==> src/rtl/forwarding_control_pkg.sv <==
// LC-3b register, hazard-entry and forwarding-select types shared by the EX-stage
// hazard/forwarding controller; also holds the select function reused for both operands.
package lc3b_types;

  typedef logic [2:0] lc3b_reg;

  typedef enum logic [1:0] {
    FWD_REGFILE = 2'd0,
    FWD_MEM     = 2'd1,
    FWD_WB      = 2'd2
  } lc3b_forward_EX_mux_sel;

  typedef struct packed {
    logic    valid;
    lc3b_reg dest;
    logic    we;
    logic    load;
  } lc3b_hazard_entry;

  function automatic logic entry_hit(lc3b_hazard_entry e, lc3b_reg r);
    return e.valid & e.we & (e.dest == r);
  endfunction

  // The EX shadow holds the younger producer, so it is checked before MEM.
  function automatic lc3b_forward_EX_mux_sel fwd_sel(logic bubble, logic used, lc3b_reg src,
                                                     lc3b_hazard_entry ex_e,
                                                     lc3b_hazard_entry mem_e);
    lc3b_forward_EX_mux_sel sel;
    sel = FWD_REGFILE;
    if (!bubble && used) begin
      if (entry_hit(ex_e, src)) sel = FWD_MEM;
      else if (entry_hit(mem_e, src)) sel = FWD_WB;
    end
    return sel;
  endfunction

endpackage

==> src/rtl/forwarding_control_hazard_entry_reg.sv <==
// One shadow-pipeline slot: 1-cycle register, frozen while stall is high,
// cleared synchronously by clear (which overrides stall).
module hazard_entry_reg
  import lc3b_types::*;
(
  input  logic             clk,
  input  logic             clear,
  input  logic             stall,
  input  lc3b_hazard_entry d,
  output lc3b_hazard_entry q
);

  lc3b_hazard_entry entry_q;

  always_ff @(posedge clk) begin
    if (clear) begin
      entry_q <= '0;
    end else if (!stall) begin
      entry_q <= d;
    end
  end

  assign q = entry_q;

endmodule

==> src/rtl/forwarding_control.sv <==
// LC-3b EX-stage hazard/forwarding control: selects registered one cycle after ID, load-use
// stall is combinational; the global stall freezes all state while load_use_stall is still evaluated.
module forwarding_control
  import lc3b_types::*;
#(
  parameter int CNT_W = 16
) (
  input  logic                   clk,
  input  logic                   reset,
  input  logic                   stall,
  input  logic                   flush,
  input  logic                   id_valid,
  input  lc3b_reg                id_sr1,
  input  lc3b_reg                id_sr2,
  input  logic                   id_sr1_used,
  input  logic                   id_sr2_used,
  input  lc3b_reg                id_dest,
  input  logic                   id_regfile_we,
  input  logic                   id_is_load,
  output lc3b_forward_EX_mux_sel forward_EX_A_mux_sel,
  output lc3b_forward_EX_mux_sel forward_EX_B_mux_sel,
  output logic                   load_use_stall,
  output logic [CNT_W-1:0]       perf_load_use_count
);

  lc3b_hazard_entry       ex_q, ex_d, mem_q;
  lc3b_forward_EX_mux_sel sel_a_q, sel_a_d, sel_b_q, sel_b_d;
  logic [CNT_W-1:0]       cnt_q, cnt_d;
  logic                   lu_hazard;
  logic                   bubble;

  always_comb begin
    lu_hazard = id_valid & ~flush & ex_q.valid & ex_q.load & ex_q.we &
                ((id_sr1_used & (ex_q.dest == id_sr1)) |
                 (id_sr2_used & (ex_q.dest == id_sr2)));
    bubble    = flush | lu_hazard | ~id_valid;

    ex_d = '0;
    if (!bubble) begin
      ex_d.valid = 1'b1;
      ex_d.dest  = id_dest;
      ex_d.we    = id_regfile_we;
      ex_d.load  = id_is_load;
    end

    sel_a_d = fwd_sel(bubble, id_sr1_used, id_sr1, ex_q, mem_q);
    sel_b_d = fwd_sel(bubble, id_sr2_used, id_sr2, ex_q, mem_q);

    cnt_d = cnt_q;
    if (lu_hazard && (cnt_q != {CNT_W{1'b1}})) cnt_d = cnt_q + CNT_W'(1);
  end

  hazard_entry_reg u_ex_entry (
    .clk   (clk),
    .clear (reset),
    .stall (stall),
    .d     (ex_d),
    .q     (ex_q)
  );

  hazard_entry_reg u_mem_entry (
    .clk   (clk),
    .clear (reset),
    .stall (stall),
    .d     (ex_q),
    .q     (mem_q)
  );

  always_ff @(posedge clk) begin
    if (reset) begin
      sel_a_q <= FWD_REGFILE;
      sel_b_q <= FWD_REGFILE;
      cnt_q   <= '0;
    end else if (!stall) begin
      sel_a_q <= sel_a_d;
      sel_b_q <= sel_b_d;
      cnt_q   <= cnt_d;
    end
  end

  assign forward_EX_A_mux_sel = sel_a_q;
  assign forward_EX_B_mux_sel = sel_b_q;
  assign load_use_stall       = lu_hazard;
  assign perf_load_use_count  = cnt_q;

endmodule

==> config.mk <==
export PLATFORM = sky130hd
export DESIGN_NAME = forwarding_control
export DESIGN_NICKNAME = d
export VERILOG_FILES = /design/src/rtl/forwarding_control_pkg.sv /design/src/rtl/forwarding_control_hazard_entry_reg.sv /design/src/rtl/forwarding_control.sv
export SDC_FILE = /design/constraint.sdc
export NUM_CORES = 1
export LEC_CHECK = 0
export BUFFER_PORTS_ARGS = -buffer_cell sky130_fd_sc_hd__buf_2
export CORE_MARGIN = 2
export CORE_UTILIZATION = 57
export DETAILED_ROUTE_END_ITERATION = 10
export PLACE_DENSITY_LB_ADDON = 0.25
export SYNTH_ARGS = -nofsm -noshare
export SYNTH_HDL_FRONTEND = slang
export SYNTH_SLANG_ARGS = --single-unit
==> constraint.sdc <==
create_clock -name clk -period 5.5 [get_ports clk]
set_clock_uncertainty 0.2 [all_clocks]
set_input_delay 1.1 -clock clk [delete_from_list [all_inputs] [get_ports clk]]
set_output_delay 1.1 -clock clk [all_outputs]
set_load 0.05 [all_outputs]
# [Yosys cells after proc, flatten, opt, wreduce, memory -nomap -nowiden]
# Index checks and enable logic that the tools add are counted.
[totals] elab_cells=47 ff_bits=31 output_inout_bits=21 inputBits=18
[classes] add_sub_neg=1 n_mux=7 n_bitwise=19 n_reduce_logical=5 eq_ne=5
[ops] op="16-bit by 1-bit adder with 16-bit output, second input constant" n=1
[ops] op="16-bit inequality test, second input constant" n=1
[ops] op="1-bit AND" n=13
[ops] op="3-bit == test" n=4
[ops] op="2-bit two-way mux" n=6
[ops] op="6-bit two-way mux" n=1
[ops] op="1-bit logical AND" n=3
[ops] op="1-bit NOT" n=3
[ops] op="1-bit OR" n=3
[ops] op="2-bit AND reduction" n=1
[ops] op="1-bit logical NOT" n=1

# [Logic depth before layout (Yosys ltp)]
# Gate-level depths: netlist of run 1.
[depth] depth_word=11 depth_mapped=8 mapped_depth_nobuf=6

# [By module]
# A second synthesis of run 1 with hierarchy kept.
[unflattened] cells_unflattened=195 hier_area_um2=1731.7
[by_module_without_submodules] mod="forwarding_control" seq_area_each_um2=400.4 area_per_inst_um2=1303.8 cells_per_inst=157 instances=1
[by_module_without_submodules] mod="hazard_entry_reg" seq_area_each_um2=120.1 area_per_inst_um2=214.0 cells_per_inst=19 instances=2

# [Worst setup path before layout of run 1]
# OpenSTA, ideal clock, no wires.
[synth_path] path_kind="in2out" start="input id_sr2[1]" end="output load_use_stall" cell_stages=6 arrival_time_ps=2307 slack_ps=1893 t_required_ps=4200 n_path_buf=2 path_cell_list="xor2_1 -> nor4b_4 -> o21ai_2 -> buf_4 -> buf_2 -> inv_1"
[synth_between] elab_chain_cells=4
[synth_rtl] item="start, declared" line_no="forwarding_control.sv:14" rtl="input lc3b_reg id_sr2,"
[synth_rtl] item="3-bit == test" line_no="forwarding_control.sv:35" rtl="(id_sr2_used & (ex_q.dest == id_sr2)));"
[synth_rtl] item="1-bit AND" line_no="forwarding_control.sv:35"
[synth_rtl] item="1-bit OR" line_no="forwarding_control.sv:34" rtl="((id_sr1_used & (ex_q.dest == id_sr1)) |"
[synth_rtl] item="1-bit AND" line_no="forwarding_control.sv:33" rtl="lu_hazard = id_valid & ~flush & ex_q.valid & ex_q.load & ex_q.we &"
[synth_rtl] item="end, declared" line_no="forwarding_control.sv:22" rtl="output logic load_use_stall,"
# No other way between the ends.

# [Worst setup path in the final report of run 1]
[layout_path] start="input id_sr1[0]" end="output load_use_stall"
[layout_between] elab_chain_cells=4
[layout_rtl] item="start, declared" line_no="forwarding_control.sv:13" rtl="input lc3b_reg id_sr1,"
[layout_rtl] item="3-bit == test" line_no="forwarding_control.sv:34"
[layout_rtl] item="1-bit AND" line_no="forwarding_control.sv:34"
[layout_rtl] item="1-bit OR" line_no="forwarding_control.sv:34"
[layout_rtl] item="1-bit AND" line_no="forwarding_control.sv:33"
# No other way between the ends.

==> metrics, run 1 <==
status finished, final reports clean; Cell Chain, Critical Path buf_2 -> xor2_1 -> and4bb_2 -> o21ai_2 -> inv_1 -> buf_2; DP Cell Count 242; initial core utilization 59.63%; Synth warnings 0; std cell rows 19; TritonCTS clock tree done; CTS Hold Buffers Added 0; CTS H-tree depth 2; Unique masters post-synth 42; Antenna Cells 0; Final Hold Viols 0; TritonCTS Buffers 5; VDD IR-drop max 0.1870 mV; Synth-to-Final Area Change 14.73%; Hold WS 259.1 ps; sequential share of power 55.8%; Post-Syn Instances 185; hold crit path type reg -> reg; Setup Viol. Count Final 0; # clock sinks 31; delay of the slowest cell on the worst path 890 ps; die area 3304 sq um; ratio of cells with drive above 1 in the final layout 25.57%; final cell count without fillers 250; DR pass1 iterations 4; switching share of power 23.34%; CTS Buffer Depth 2; Static Leakage 0.0007544 uW; placed cell area 1802 sq um; post-synth net total 204; vias in the first global route 1,386; root buffer cell clkbuf_4; CP Max Fanout 33; Startpoint Class input pin; CP Class in -> out; fmax 0.2352 GHz; Clk pin slew, worst setup/hold paths 90 ps; PostCTS Resize Cnt 0; flops & latches, synth 31; DIE WIDTH 57.48 microns; slowest cell on the critical path o21ai_2; Period Utilization, post-route 77.31%; cell internal pwr 312.8 uW; Placer Congestion 0.9089; DPL Wire Length 2.724 mm; Final #Nets 237; die height 57.48 microns; final critical-path required period 4252 ps; Least-Margin Pin Slew 1136 ps; unrepaired setup endpoints after global routing false; final wirelength 3.749 mm; Comb power frac 7.3%; Residual DRC 0; WP data required 4200 ps; Finished Cell Area 1871 sq um; Worst setup EP type output port; Mean Syn Cell Area 8.813 sq um; postcts setup bufs 0; I/O pins 39; routed via count 1,580; GRT Util Overall 24.33%; most used cell, CP buf_2; pin count of the biggest net entering global routing 35; WL per Instance 15.00 microns; Final ANT Viol Nets 0; P_sw 95.27 uW; port bufs 38; sequential fraction of the synthesis area 38.07%; Post-Syn Area 1630 sq um; CP arrival 2950 ps; P per Cell Area 218.2 nW/um^2; Core Area 2734 sq um; global route total overflow 0; initial drt markers 59; initial antenna violation count 0; clock share of power 36.9%; maxcap violations 0; Slew HR 24.25%; # fillers 229; Slew Limit Fails 0; first-pass GRT wire length 6.203 mm; DR vias/cell 6.320; setup TNS 0 ps; worst skew pair latency 330 ps
[synth_stat cells]
| master | count | area [sq um] |
|---|---|---|
| dfxtp_1 | 31 | 620.6 |
| nor2_1 | 17 | 63.81 |
| nand2_1 | 16 | 60.06 |
| a21oi_1 | 15 | 75.07 |
| or4_1 | 12 | 90.09 |
| o31ai_1 | 11 | 82.58 |
| xor2_1 | 9 | 78.83 |
| nand4_1 | 7 | 43.79 |
| a32oi_1 | 5 | 43.79 |
| clkbuf_1 | 5 | 18.77 |
| mux2i_1 | 5 | 50.05 |
| buf_2 | 4 | 20.02 |
| inv_1 | 4 | 15.01 |
| nand3_1 | 4 | 20.02 |
| xnor2_1 | 4 | 35.03 |
| nor2b_1 | 3 | 18.77 |
| nor4_1 | 3 | 18.77 |
| and2_1 | 2 | 12.51 |
| and4_1 | 2 | 17.52 |
| buf_4 | 2 | 15.01 |
| mux2_2 | 2 | 22.52 |
| o21ai_0 | 2 | 10.01 |
| and2_2 | 1 | 7.510 |
| and4b_1 | 1 | 10.01 |
| and4bb_2 | 1 | 12.51 |
| buf_1 | 1 | 3.750 |
| ha_1 | 1 | 12.51 |
| mux2_4 | 1 | 15.01 |
| nand3b_1 | 1 | 7.510 |
| nand4_2 | 1 | 12.51 |
| nor3_1 | 1 | 5.000 |
| nor4b_1 | 1 | 8.760 |
| nor4b_4 | 1 | 23.77 |
| o2111a_1 | 1 | 11.26 |
| o21ai_2 | 1 | 8.760 |
| o41ai_1 | 1 | 8.760 |
| or2_0 | 1 | 6.260 |
| or2_1 | 1 | 6.260 |
| or3_2 | 1 | 7.510 |
| or4_2 | 1 | 8.760 |
| or4_4 | 1 | 11.26 |
| or4b_1 | 1 | 10.01 |
[through the flow]
stage / setup slack (ps) / util (%) / power, uW
3_5_place_dp: 1279 / 65.90 / 262.4
4_1_cts: 1273 / 68.42 / 410.5
6_report: 1248 / 68.42 / 408.1
3_3_place_gp: 1393 / 65.90 / 260.8
5_1_grt: 1097 / 68.42 / 421.6
2_1_floorplan: 1893 / - / 251.3
[critical path, delay by kind of cell]
family          cells  cell delay (ps)
xor+xnor            1              220
buf+inv             3              440
simple gates        1              290
compound gates      1              890
[flip-flops by register name, indices dropped and copies added, names as in the netlist]
name / flops
forward_EX_B_mux_sel: 2
forward_EX_A_mux_sel: 2
u_ex_entry.q: 6
u_mem_entry.q: 5
perf_load_use_count: 16
[worst paths after layout]
check                          startpoint                      end  slack, ps  cells past startpoint
setup / recovery                id_sr1[0]           load_use_stall       1250                      6
hold / removal    forward_EX_B_mux_sel[1]  forward_EX_B_mux_sel[1]        260                      2
setup reg to reg          u_ex_entry.q[2]  forward_EX_A_mux_sel[1]       2850                      5
hold reg to reg   forward_EX_B_mux_sel[1]  forward_EX_B_mux_sel[1]        260                      2
[logic make-up (layout without fill, tap and decap cells)]
kind of cell / after synthesis / count (layout) / synth area share, %
simple gates: 80 / 80 / 29.62
compound gates: 36 / 36 / 14.74
flops: 31 / 31 / 38.07
buf+inv: 16 / 50 / 4.451
xor+xnor: 13 / 13 / 6.984
mux: 8 / 8 / 5.372
fa+ha+maj: 1 / 1 / 0.7673
[cell usage in the layout (no fill, tap or decap), types with 2 or more instances in the layout]
master	n
and4_1	2
buf_2	38
nand2_1	16
nand4_1	7
xnor2_1	4
mux2i_1	5
xor2_1	9
nor2b_1	3
or4_1	12
o21ai_0	2
and2_1	2
nand3_1	4
nor4_1	3
nor2_1	17
o31ai_1	11
dfxtp_1	31
clkbuf_8	2
mux2_2	2
clkbuf_4	5
a32oi_1	5
inv_1	4
a21oi_1	15
[metal layers]
layer | wire [microns] | vias up | global-route usage [%]
li1 | - | 763 | -
met1 | 1630 | 755 | 31.53
met2 | 1819 | 56 | 38.80
met3 | 242 | 6 | 5.215
met4 | 56 | 0 | 10.96
met5 | 0 | - | 0
[cell type report]
class                   instances  area, sq um  area share, %
well taps                      31        38.79          2.074
multi-input cells             138        937.1          50.10
flip-flops and latches         31        620.6          33.18
clock buffers                   8        68.82          3.679
inverters                       4        15.01         0.8027
repair buffers                 38        190.2          10.17
[power groups by stage]
| stage | logic (uW) | registers (uW) | clock network, uW |
|---|---|---|---|
| 2_1_floorplan | 19.0 | 232 | 0 |
| 3_5_place_dp | 29.5 | 233 | 0 |
| 5_1_grt | 32.9 | 228 | 161 |
| 3_3_place_gp | 28.0 | 233 | 0 |
| 4_1_cts | 29.7 | 228 | 153 |
| 6_report | 29.9 | 228 | 151 |
(Power assumes the default switching activity.)
==> inputs of run 2 (changes only) <==
- CORE_UTILIZATION: 57 -> 53
- clock period: 5.5 -> 4.45 ns (I/O delays scaled with it)
==> run 2 against run 1 <==
Effect of this change: cell count is 1.2% higher; first-iteration DRC count is 5.1% lower; wire length is 0.16% lower; power is 35% higher; global-route usage is 0.80 points lower; via count is 2.7% lower; cell area is 1.5% higher; core utilization is 4.7 points lower; combinational power is 24% higher; sequential share of layout area is 0.48 points lower; critical path type unchanged; critical endpoint unchanged; largest cell class unchanged.
==> metrics, run 2 (synthesis results as in run 1) <==
max reg flops 16; VDD IR-drop max 0.1745 mV; WP data required 3360 ps; port bufs 38; CTS Hold Buffers Added 0; I/O pins 39; CTS H-tree depth 2; Crit Reg-Reg Endpoint perf_load_use_count[6]; pin count of the biggest net entering global routing 35; worst skew pair latency 330 ps; first-pass GRT wire length 6.230 mm; unrepaired setup endpoints after global routing false; Residual DRC 0; Final ANT Viol Nets 0; DPL Wire Length 2.676 mm; Top Metal Used met4; Setup Viol. Count Final 0; Antenna Cells 0; commonest non-fill, non-tap cells in the layout 38 x buf_2, 31 x dfxtp_1, 17 x nor2_1, 16 x nand2_1, 15 x a21oi_1; Slew Limit Fails 0; Placer Congestion 0.8067; Cell Chain, Critical Path buf_2 -> xor2_1 -> nor4b_4 -> o21ai_2 -> inv_1 -> buf_2; maxcap violations 0; status finished, final reports clean; DR pass1 iterations 4; Period Utilization, post-route 67.21%; CP Max Fanout 2; routed via count 1,538; CTS Buffer Depth 2; most used cell, CP buf_2; # clock sinks 31; P per Cell Area 290.7 nW/um^2; initial core utilization 54.75%; Slew HR 59.46%; met3 wire length 147 microns; CP endpoint load_use_stall; slowest cell on the critical path nor4b_4; std cell rows 20; Worst path depth 6; Least-Margin Pin Slew 608.2 ps; Reg-to-Reg Start u_ex_entry.q[3]; register area 620.6 sq um; # fillers 263; TritonCTS Buffers 5; crit-path leading delay family buffers and inverters; fmax 0.3343 GHz; Core Area 2978 sq um; Worst Path Buf+Inv 3; Static Leakage 0.0007683 uW; final critical-path required period 2991 ps; DR vias/cell 6.079; vias in the first global route 1,444; TritonCTS clock tree done; Critical Path Source id_sr2[1]; Final #Nets 238; Synth-to-Final Area Change 16.42%; met2 wire length 1.802 mm; PostCTS Resize Cnt 0; ratio of cells with drive above 1 in the final layout 26.36%; total power 551.8 uW; DIE WIDTH 59.46 microns; Clk pin slew, worst setup/hold paths 100 ps; initial antenna violation count 0; global route total overflow 0; Finished Cell Area 1898 sq um; Worst setup EP type output port; CP arrival 1900 ps; delay of the slowest cell on the worst path 330 ps; hold crit path type reg -> reg; initial drt markers 56; root buffer cell clkbuf_4; die area 3535 sq um; most common cell after layout, fill and taps aside buf_2; GRT Util Overall 23.53%; Startpoint Class input pin; CP Class in -> out; R2R setup slack 2130 ps; die height 59.46 microns; WL per Instance 14.79 microns; R2R depth 6; setup TNS 0 ps; WL met1 1.760 mm; multi-input logic area 937.1 sq um; postcts setup bufs 0; final wirelength 3.743 mm; placed cell area 1812 sq um; Final Hold Viols 0
-- run 2: cell count changes in the layout (fill, tap and decap cells not counted) --
cell	delta
buf_4	+1
bufinv_16	+1
clkbuf_1	-1
clkbuf_8	-1
clkinv_2	+1
-- run 2: report_power, final --
part           switching (uW)  internal [uW]
Sequential               2.10            279
Combinational            22.7           14.6
Clock                     101            133
-- run 2: through the flow --
stage	hold WS, ps	utilization (%)	worst slack, ps	cells
2_1_floorplan	242.3	-	1263	185
4_1_cts	258.4	63.74	1449	253
6_report	255.3	63.74	1459	253
5_1_grt	286.6	63.74	1373	253
3_5_place_dp	235.6	60.84	1456	245
3_3_place_gp	233.3	60.84	1472	245
-- run 2: worst min path at each step --
stage                               to  depth (start not counted)  slack (ps)               startpoint
6_report       forward_EX_B_mux_sel[1]                          2         260  forward_EX_B_mux_sel[1]
5_1_grt        forward_EX_B_mux_sel[1]                          2         290  forward_EX_B_mux_sel[1]
4_1_cts        forward_EX_B_mux_sel[1]                          2         260  forward_EX_B_mux_sel[1]
3_5_place_dp   forward_EX_B_mux_sel[1]                          2         240  forward_EX_B_mux_sel[1]
3_3_place_gp   forward_EX_B_mux_sel[1]                          2         230  forward_EX_B_mux_sel[1]
2_1_floorplan          u_ex_entry.q[0]                          2         240          u_ex_entry.q[0]
-- run 2: metal layers --
layer	vias to the layer above	global-route usage, %
li1	760	-
met4	0	8.766
met2	32	37.99
met3	5	6.987
met1	741	29.46
met5	-	0
-- run 2: worst reg2reg max path, stage by stage, from the launching register on --
cell and delay, ps:
dfxtp_1 360, xor2_1 210, nor4b_4 330, o21ai_2 90
buf_4 230, or4_2 670, a21oi_1 160
-- run 2: layout make-up --
cell class | count | area share, %
Multi-Input combinational cell | 138 | 49.37
Sequential cell | 31 | 32.70
Timing Repair Buffer | 39 | 10.42
Clock buffer | 6 | 2.703
Tap cell | 33 | 2.175
Clock inverter | 2 | 1.846
Inverter | 4 | 0.7910
